`src/rtl/sha1_pkg.sv`:
```
// Shared constants, register map and FSM encoding for the SHA-1 accelerator.
package sha1_pkg;

  localparam logic [31:0] H_INIT0 = 32'h67452301;
  localparam logic [31:0] H_INIT1 = 32'hEFCDAB89;
  localparam logic [31:0] H_INIT2 = 32'h98BADCFE;
  localparam logic [31:0] H_INIT3 = 32'h10325476;
  localparam logic [31:0] H_INIT4 = 32'hC3D2E1F0;

  localparam logic [31:0] K_0 = 32'h5A827999;
  localparam logic [31:0] K_1 = 32'h6ED9EBA1;
  localparam logic [31:0] K_2 = 32'h8F1BBCDC;
  localparam logic [31:0] K_3 = 32'hCA62C1D6;

  localparam logic [4:0] ADDR_CTRL        = 5'd0;
  localparam logic [4:0] ADDR_MSG_BASE    = 5'd1;
  localparam logic [4:0] ADDR_DIGEST_BASE = 5'd17;
  localparam logic [4:0] ADDR_LAST        = 5'd21;

  typedef enum logic [1:0] {IDLE, LOAD, ROUND, FINAL} sha1_state_e;

  function automatic logic [31:0] rotl(input logic [31:0] x, input int unsigned n);
    return (x << n) | (x >> (32 - n));
  endfunction

  function automatic logic [31:0] sha1_f(input logic [6:0] t, input logic [31:0] b,
                                         input logic [31:0] c, input logic [31:0] d);
    if (t < 7'd20) return (b & c) | (~b & d);
    else if (t >= 7'd40 && t < 7'd60) return (b & c) | (b & d) | (c & d);
    else return b ^ c ^ d;
  endfunction

  function automatic logic [31:0] sha1_k(input logic [6:0] t);
    if (t < 7'd20) return K_0;
    else if (t < 7'd40) return K_1;
    else if (t < 7'd60) return K_2;
    else return K_3;
  endfunction

endpackage

```
`src/rtl/sha1_core.sv`:
```
// One-block SHA-1 engine, one round per clock. start_i is a single-cycle pulse
// that is only honoured outside LOAD/ROUND; done_o stays high until the next start.
import sha1_pkg::*;

module sha1_core (
  input  logic         clk,
  input  logic         rst,
  input  logic         start_i,
  input  logic [511:0] msg_i,
  output logic         done_o,
  output logic [159:0] digest_o,
  output sha1_state_e  state_o
);

  sha1_state_e  state_q, state_d;
  logic [6:0]   t_q, t_d;
  logic [31:0]  a_q, b_q, c_q, d_q, e_q;
  logic [31:0]  a_d, b_d, c_d, d_d, e_d;
  logic [31:0]  w_q [16];
  logic [31:0]  w_d [16];
  logic [159:0] digest_q, digest_d;
  logic         done_q, done_d;
  logic [31:0]  temp, w_new;

  // w_q[i] holds W[t+i]; w_q[0] is the word consumed by the current round.
  assign temp  = rotl(a_q, 5) + sha1_f(t_q, b_q, c_q, d_q) + e_q + sha1_k(t_q) + w_q[0];
  assign w_new = rotl(w_q[13] ^ w_q[8] ^ w_q[2] ^ w_q[0], 1);

  always_comb begin
    state_d  = state_q;
    t_d      = t_q;
    a_d      = a_q;
    b_d      = b_q;
    c_d      = c_q;
    d_d      = d_q;
    e_d      = e_q;
    w_d      = w_q;
    digest_d = digest_q;
    done_d   = done_q;
    case (state_q)
      IDLE: begin
        if (start_i) begin
          state_d = LOAD;
          done_d  = 1'b0;
        end
      end
      LOAD: begin
        a_d = H_INIT0;
        b_d = H_INIT1;
        c_d = H_INIT2;
        d_d = H_INIT3;
        e_d = H_INIT4;
        for (int i = 0; i < 16; i++) w_d[i] = msg_i[511-32*i -: 32];
        t_d     = 7'd0;
        state_d = ROUND;
      end
      ROUND: begin
        e_d = d_q;
        d_d = c_q;
        c_d = rotl(b_q, 30);
        b_d = a_q;
        a_d = temp;
        for (int i = 0; i < 15; i++) w_d[i] = w_q[i+1];
        w_d[15] = w_new;
        t_d     = t_q + 7'd1;
        if (t_q == 7'd79) state_d = FINAL;
      end
      FINAL: begin
        digest_d = {H_INIT0 + a_q, H_INIT1 + b_q, H_INIT2 + c_q, H_INIT3 + d_q, H_INIT4 + e_q};
        if (start_i) begin
          state_d = LOAD;
          done_d  = 1'b0;
        end else begin
          state_d = IDLE;
          done_d  = 1'b1;
        end
      end
      default: state_d = IDLE;
    endcase
  end

  always_ff @(posedge clk or posedge rst) begin
    if (rst) begin
      state_q  <= IDLE;
      t_q      <= '0;
      a_q      <= '0;
      b_q      <= '0;
      c_q      <= '0;
      d_q      <= '0;
      e_q      <= '0;
      for (int i = 0; i < 16; i++) w_q[i] <= '0;
      digest_q <= '0;
      done_q   <= 1'b0;
    end else begin
      state_q  <= state_d;
      t_q      <= t_d;
      a_q      <= a_d;
      b_q      <= b_d;
      c_q      <= c_d;
      d_q      <= d_d;
      e_q      <= e_d;
      w_q      <= w_d;
      digest_q <= digest_d;
      done_q   <= done_d;
    end
  end

  // FINAL already counts as done so a status read on the digest-write edge sees it.
  assign done_o   = done_q | (state_q == FINAL);
  assign digest_o = digest_q;
  assign state_o  = state_q;

endmodule

```
`src/rtl/top_level_wrapper.sv`:
```
// 32-bit slave port around sha1_core: message register file, control/status and
// digest readback with a registered, one-cycle read latency.
import sha1_pkg::*;

module top_level_wrapper (
  input  logic        clk,
  input  logic        reset,
  input  logic        write,
  input  logic        read,
  input  logic [31:0] address,
  input  logic [31:0] writedata,
  output logic [31:0] readdata
);

  logic [31:0]  msg_q [16];
  logic [31:0]  readdata_q, readdata_d;
  logic [511:0] msg_flat;
  logic [159:0] digest;
  logic         done, busy, start, addr_ok, is_msg;
  logic [4:0]   idx;
  logic [3:0]   msg_idx;
  logic [2:0]   dig_idx;
  sha1_state_e  core_state;

  assign addr_ok = (address[31:5] == '0);
  assign idx     = address[4:0];
  assign is_msg  = addr_ok && idx >= ADDR_MSG_BASE && idx < ADDR_DIGEST_BASE;
  assign msg_idx = 4'(idx - ADDR_MSG_BASE);
  assign dig_idx = 3'(idx - ADDR_DIGEST_BASE);
  assign busy    = (core_state == LOAD) || (core_state == ROUND);
  assign start   = write && addr_ok && idx == ADDR_CTRL && writedata[0] && !busy;

  always_comb begin
    msg_flat = '0;
    for (int i = 0; i < 16; i++) msg_flat[511-32*i -: 32] = msg_q[i];
  end

  always_comb begin
    readdata_d = '0;
    if (addr_ok) begin
      if (idx == ADDR_CTRL) begin
        readdata_d = {30'b0, done, busy};
      end else if (is_msg) begin
        readdata_d = msg_q[msg_idx];
      end else if (idx >= ADDR_DIGEST_BASE && idx <= ADDR_LAST) begin
        case (dig_idx)
          3'd0:    readdata_d = digest[159:128];
          3'd1:    readdata_d = digest[127:96];
          3'd2:    readdata_d = digest[95:64];
          3'd3:    readdata_d = digest[63:32];
          default: readdata_d = digest[31:0];
        endcase
      end
    end
  end

  always_ff @(posedge clk or posedge reset) begin
    if (reset) begin
      for (int i = 0; i < 16; i++) msg_q[i] <= '0;
      readdata_q <= '0;
    end else begin
      if (write && is_msg && !busy) msg_q[msg_idx] <= writedata;
      if (read) readdata_q <= readdata_d;
    end
  end

  assign readdata = readdata_q;

  sha1_core u_core (
    .clk      (clk),
    .rst      (reset),
    .start_i  (start),
    .msg_i    (msg_flat),
    .done_o   (done),
    .digest_o (digest),
    .state_o  (core_state)
  );

endmodule

```
`config.mk`:
```
export PLATFORM = sky130hd
export DESIGN_NAME = top_level_wrapper
export DESIGN_NICKNAME = d
export VERILOG_FILES = /design/src/rtl/sha1_pkg.sv /design/src/rtl/sha1_core.sv /design/src/rtl/top_level_wrapper.sv
export SDC_FILE = /design/constraint.sdc
export NUM_CORES = 2
export LEC_CHECK = 0
export ABC_AREA = 0
export ABC_CLOCK_PERIOD_IN_PS = 35700
export CORE_UTILIZATION = 40
export DETAILED_ROUTE_END_ITERATION = 16
export PLACE_DENSITY = 0.57
export SLEW_MARGIN = 10
export SYNTH_ARGS = -nofsm -noshare
export SYNTH_HDL_FRONTEND = slang
export SYNTH_HIERARCHICAL = 1
export SYNTH_SLANG_ARGS = --single-unit
```
`constraint.sdc`:
```
create_clock -name clk -period 35.7 [get_ports clk]
set_input_delay 5.355 -clock clk [delete_from_list [all_inputs] [get_ports clk]]
set_output_delay 5.355 -clock clk [all_outputs]
set_load 0.02 [all_outputs]
```
Word level (Yosys, flattened, before mapping)
Cells that the tools add are included.
{"block": "totals", "ff_bits": 1386, "elab_cells": 142, "input_bits": 68}
{"block": "op_classes", "order_cmp": 10, "n_eq_ne": 9, "n_mux": 30, "n_reduce_logical": 21, "n_bitwise": 18, "add_sub_neg": 12}
{"op": "one-hot mux 512 bit (2 select lines)", "count": 1}
{"op": "bitwise mux 512 bit", "count": 1}
{"op": "two-way mux 32 bit", "count": 11}
{"op": "one-hot mux 32 bit (2 select lines)", "count": 5}
{"op": "XOR 32 bit", "count": 5}
{"op": "adder 32 bit", "count": 4}
{"op": "AND 32 bit", "count": 4}
{"op": "binary-select mux 32 bit (select 4 bit)", "count": 1}
{"op": "demux 32 bit (select 4 bit)", "count": 1}
{"op": "one-hot mux 32 bit (4 select lines)", "count": 1}
{"op": "adder 32 bit (first input constant)", "count": 3}
{"op": "OR 32 bit", "count": 3}
{"op": "adder 29 x 32 -> 32 bit (first input constant)", "count": 1}
{"op": "adder 31 x 32 -> 32 bit (first input constant)", "count": 1}
{"op": "inverter 32 bit", "count": 1}
{"op": "OR 32 x 1 -> 32 bit", "count": 1}
{"op": "OR 32 x 30 -> 32 bit", "count": 1}
{"op": "OR 32 x 5 -> 32 bit", "count": 1}
{"op": "two-way mux 31 bit", "count": 1}
{"op": "logical NOT 27 bit", "count": 1}
{"op": "< comparator 7 x 6 -> 1 bit (second input constant)", "count": 2}
{"op": "one-hot mux 7 bit (2 select lines)", "count": 1}
{"op": "logical AND 1 bit", "count": 11}
{"op": ">= comparator 5 bit (second input constant)", "count": 2}
{"op": "other kinds (29)", "count": 36}

Depth between registers and ports, before layout
{"block": "depth", "depth_word": 10, "mapped_depth": 22, "depth_no_buf": 20}

By module
Netlist, hierarchy kept.
{"mod": "sha1_core", "area_per_inst_um2": 44542.7, "cells_per_inst": 4532, "instances": 1}
{"mod": "top_level_wrapper", "area_per_inst_um2": 25434.4, "cells_per_inst": 1728, "instances": 1}

Worst setup path before layout
No wires, ideal clock.
{"block": "synth_timing", "path_type": "input to register", "from": "in address[0]", "to": "reg readdata_q[11], in the netlist readdata[11]", "stages": 14, "setup_time_ns": 0.133, "path_slack_ns": 27.352, "arrival_ns": 8.215, "t_required_ns": 35.567, "cell_sequence": "buf_2 > buf_2 > buf_2 > buf_2 > inv_1 > ha_1 > buf_2 > buf_2 > clkbuf_1 > mux4_2 > nand2_1 > nand2_1 > o21ai_0 > o21ai_0"}
{"block": "synth_via", "elab_chain_len": 8, "word_cells_on_any_way": 23, "classes_between": "add/sub: 2; order compare: 4; eq/ne: 3; mux: 8; bitwise: 1; reduce/logical: 5"}
{"element": "start: declaration", "line_no": "top_level_wrapper.sv:10", "source": "input logic [31:0] address,"}
{"element": "subtractor 4 x 1 -> 4 bit", "line_no": "top_level_wrapper.sv:28", "source": "assign msg_idx = 4'(idx - ADDR_MSG_BASE);"}
{"element": "inverter 4 -> 5 bit (implied by the code)", "line_no": "top_level_wrapper.sv:44", "source": "readdata_d = msg_q[msg_idx];"}
{"element": "binary-select mux 32 bit (select 4 bit)", "line_no": "top_level_wrapper.sv:44"}
{"element": "two-way mux 32 bit (implied by the code) (2 in a row)", "line_no": "top_level_wrapper.sv:44"}
{"element": "two-way mux 32 bit", "line_no": "top_level_wrapper.sv:43", "source": "end else if (is_msg) begin"}
{"element": "two-way mux 32 bit *", "line_no": "top_level_wrapper.sv:41", "source": "if (idx == ADDR_CTRL) begin"}
{"element": "two-way mux 32 bit *", "line_no": "top_level_wrapper.sv:40", "source": "if (addr_ok) begin"}
{"element": "end signal: assignment", "line_no": "top_level_wrapper.sv:63", "source": "if (read) readdata_q <= readdata_d;"}
{"element": "end: declaration", "line_no": "top_level_wrapper.sv:16", "source": "logic [31:0] readdata_q, readdata_d;"}
Every way passes the cells marked *; elsewhere a longest branch is shown, timed or not. The select of a mux whose other input is x is not followed.
A chain may end at the register's enable or synchronous reset.

Worst setup path in the final report
{"block": "layout_timing", "from": "in address[0]", "to": "reg msg_q (netlist bit msg_flat[367])"}
{"block": "layout_via", "elab_chain_len": 7, "word_cells_on_any_way": 14, "classes_between": "add/sub: 1; order compare: 4; mux: 3; bitwise: 1; reduce/logical: 5"}
{"element": "subtractor 4 x 1 -> 4 bit", "line_no": "top_level_wrapper.sv:28"}
{"element": "inverter 4 -> 5 bit (implied by the code)", "line_no": "top_level_wrapper.sv:62", "source": "if (write && is_msg && !busy) msg_q[msg_idx] <= writedata;"}
{"element": ">= comparator 5 bit (implied by the code) / < comparator 5 x 1 -> 1 bit (equally long branches)", "line_no": "top_level_wrapper.sv:62"}
{"element": "logical AND 1 bit (implied by the code)", "line_no": "top_level_wrapper.sv:62"}
{"element": "two-way mux 32 bit (implied by the code)", "line_no": "top_level_wrapper.sv:62"}
{"element": "demux 32 bit (select 4 bit)", "line_no": "top_level_wrapper.sv:62"}
{"element": "bitwise mux 512 bit", "line_no": "top_level_wrapper.sv:62"}
{"element": "end signal: indexed assignment", "line_no": "top_level_wrapper.sv:62"}
{"element": "end: declaration", "line_no": "top_level_wrapper.sv:15", "source": "logic [31:0] msg_q [16];"}
Several ways; a longest one is shown, not always the timed one.

==> run_results.csv <==
group,metric,value,unit
synthesis,synth_ff_type,"dfrtp_1",
sta,fin_worst_skew,0.0332,ns
cts,cts_sinks,1386,
synthesis,synth_area_per_cell,11.2,µm²
critical_path,critPathLaunchType,"input port",
sta,postLayoutSetupSlackWorst,26.80,ns
sta,hold_viol_final,0,
critical_path,crit_type,"input port to flop",
place,gp_congestion,0.844,
final_layout,layout_common_cells,"dfrtp_1 (1386), nor2_1 (714), a21oi_1 (612)",
floorplan,floorplan.die_area,177000,µm²
sta,holdWs,0.479,ns
floorplan,coreArea,174000,µm²
routing,drtPass1Iterations,6,
cts,postCtsHoldBufs,0,
sta,period_minus_slack,8.90,ns
grt,grt_max_degree,229,
min_path,hp-class,"flop to flop",
synthesis,yosys-top-cells-area,"dfrtp_1 (50%), mux2_2 (9.1%), mux2i_1 (7.0%)",
routing,ant_nets,0,
critical_path,max_stage_delay,0.64,ns
routing,wl_per_cell,24.1,µm
sta,setup_tns,0,ns
routing,drc,0,
final_layout,drive_above_1_share,17.2,%
floorplan,core.rowCount,153,
critical_path,crit_required,36.37,ns
power,ir_drop,0.0481,mV
synthesis,yosysSeqAreaShare,49.6,%
floorplan,num_io_pins,100,
final_layout,final_util,45.1,%
floorplan,die_h,420,µm
floorplan,initial_core_util,40.3,%
flow_run,max_cap_viol_count,0,
cts,cts_made_buffers,156,
cts,cts_setup_buffers,0,
place,portBuffers,99,
critical_path,cpMostUsedCell,"buf_4",
synthesis,synth-edff-count,0,
sta,rsz0062_at_grt,"false",
critical_path,endpoint_kind,"flop",
routing,routed_wl,208000,µm
synthesis,yosysTopAreaCellShare,49.6,%
final_layout,final_common_cell,"dfrtp_1",
cts,path_clk_slew,0.06,ns
sta,tightest_slew,1.08,ns
synthesis,syn_inst,6260,
routing,drt_iter0_markers,4442,
cts,clk_latency,0.81,ns
cts,cts_tree,"done",
critical_path,critPathArrivalTime,9.57,ns
cts,root_buffer,"clkbuf_16",
synthesis,async_flop_share,100,%
synthesis,yosys_warnings,6,
place,pre_cts_ws,25.87,ns
sta,fin_crit_sh,24.9,%
routing,vias,48597,
grt,grt-ovfl-total,0,
cts,ctsResizeCount,0,
synthesis,synth_fp_nets,6498,
sta,setup_violations,0,
cts,htree_levels,4,
power,fin_total_pwr,3.35,mW
final_layout,area_growth,12.0,%
synthesis,synth_area,70000,µm²
critical_path,cp_max_fo,65,
synthesis,ys_types,81,
sta,slew_violations,0,
floorplan,die_x,420,µm
synthesis,synth-seq-cells,1386,
power,p_per_area,42.8,nW/µm²
grt,grt_pass1_vias,49172,
sta,slew_headroom,28.3,%
grt,grt_usage,23.8,%
sta,clock.fmax,112,MHz
place,hpwl,130000,µm
final_layout,final_nets,6404,
power,p_leak,40.4,nW
outcome,status,"completed",
critical_path,cp_cell_sequence,"buf_8 > inv_1 > ha_1 > nand2b_1 > nand2_2 > buf_4 > and3_1 > nand4_1 > buf_4 > mux2_2",
routing,viasPerCell,5.64,
cts,clockBufferDepth,3,
synthesis,synth_top_cell_by_area,"dfrtp_1",
grt,grt_pass1_wl,319000,µm
grt,antenna_found_initial,10,
critical_path,crit_slowest_cell,"buf_4",
## logic make-up (layout without fill, tap and decap cells)
family	after synthesis	count (layout)	synth area share (%)
AOI/OAI and AO/OA	1337	1337	11.4
buffers and inverters	747	778	4.16
other	0	4	0
DFF	1386	1386	49.6
xor gates and xnor gates	239	239	2.99
adders and majority gates	170	170	4.33
muxes	1200	1200	20.5
and+or+nand+nor	1181	1181	7.05
## synth_stat cells, drive strengths merged, types with 5 or more instances
cell type and number:
a211oi 65, a21o 54, a21oi 612, a221oi 33
a22o 38, a22oi 40, a311oi 5, a31o 5
a31oi 80, and3 8, buf 142, clkbuf 303
dfrtp 1386, fa 120, ha 50, inv 300
mux2 579, mux2i 492, mux4 129, nand2 217
nand2b 8, nand3 110, nand4 17, nor2 716
nor2b 7, nor3 41, nor4 15, o21a 12
o21ai 272, o221ai 23, o22a 22, o22ai 20
o31ai 9, o41ai 6, or2 5, or3 19
xnor2 218, xor2 21
## path summary, 6_finish.rpt
path,from,to,slack (ns),depth (start not counted)
max,address[0],msg_flat[367],26.80,10
min,u_core/w_q[8],u_core/w_q[8],0.48,1
max reg2reg,u_core/t_q[3],u_core/a_q[29],29.46,21
min reg2reg,u_core/w_q[8],u_core/w_q[8],0.48,1
max in group asynchronous,reset,u_core/digest_o[77],26.83,6
min in group asynchronous,reset,msg_flat[185],5.24,2
## through the flow
step                instance area, µm²  std cells
global placement                 73000       8333
detailed placement               73000       8333
global route                     78400       8618
floorplan                        70000       6260
finish                           78400       8620
CTS                              78400       8616
## cell type report
cell class,count,area [µm²]
Antenna cell,4,10.0
Multi-Input combinational cell,4127,32500
Clock inverter,45,651
Fill cell,16164,95400
Inverter,302,1150
Tap cell,2325,2910
Sequential cell,1386,34700
Clock buffer,238,4680
Timing Repair Buffer,193,1800
## metal layers
metal  track usage (%)  share of wire (%)  wire, µm
met5                 0              0.011        22
met4              6.61                2.4      5010
met3              3.44                4.7      9700
met2              38.3                 48     98900
met1              33.3                 45     94300
## worst max-delay path: cells and delay by family
kind	cells	cell delay, ns
and+or+nand+nor	4	1.25
adders and majority gates	1	0.39
muxes	1	0.37
buffers and inverters	4	2.11
## power breakdown
part	leakage, nW	switching [mW]	internal [mW]	total [mW]
clock network	2.61	0.679	0.992	1.67
registers	19.0	0.000000000213	1.57	1.57
logic	18.8	0.0867	0.0248	0.111
## registers in the layout (all words and copies together) (netlist names)
| register | count |
|---|---|
| msg_flat | 512 |
| u_core/w_q | 512 |
| u_core/digest_o | 160 |
| readdata | 32 |
| u_core/a_q | 32 |
| u_core/b_q | 32 |
| u_core/c_q | 32 |
| u_core/d_q | 32 |
| u_core/e_q | 32 |
| u_core/t_q | 7 |
| u_core/state_o | 2 |
| u_core/done_q | 1 |
Note: power is estimated with default switching activity, not from simulation.
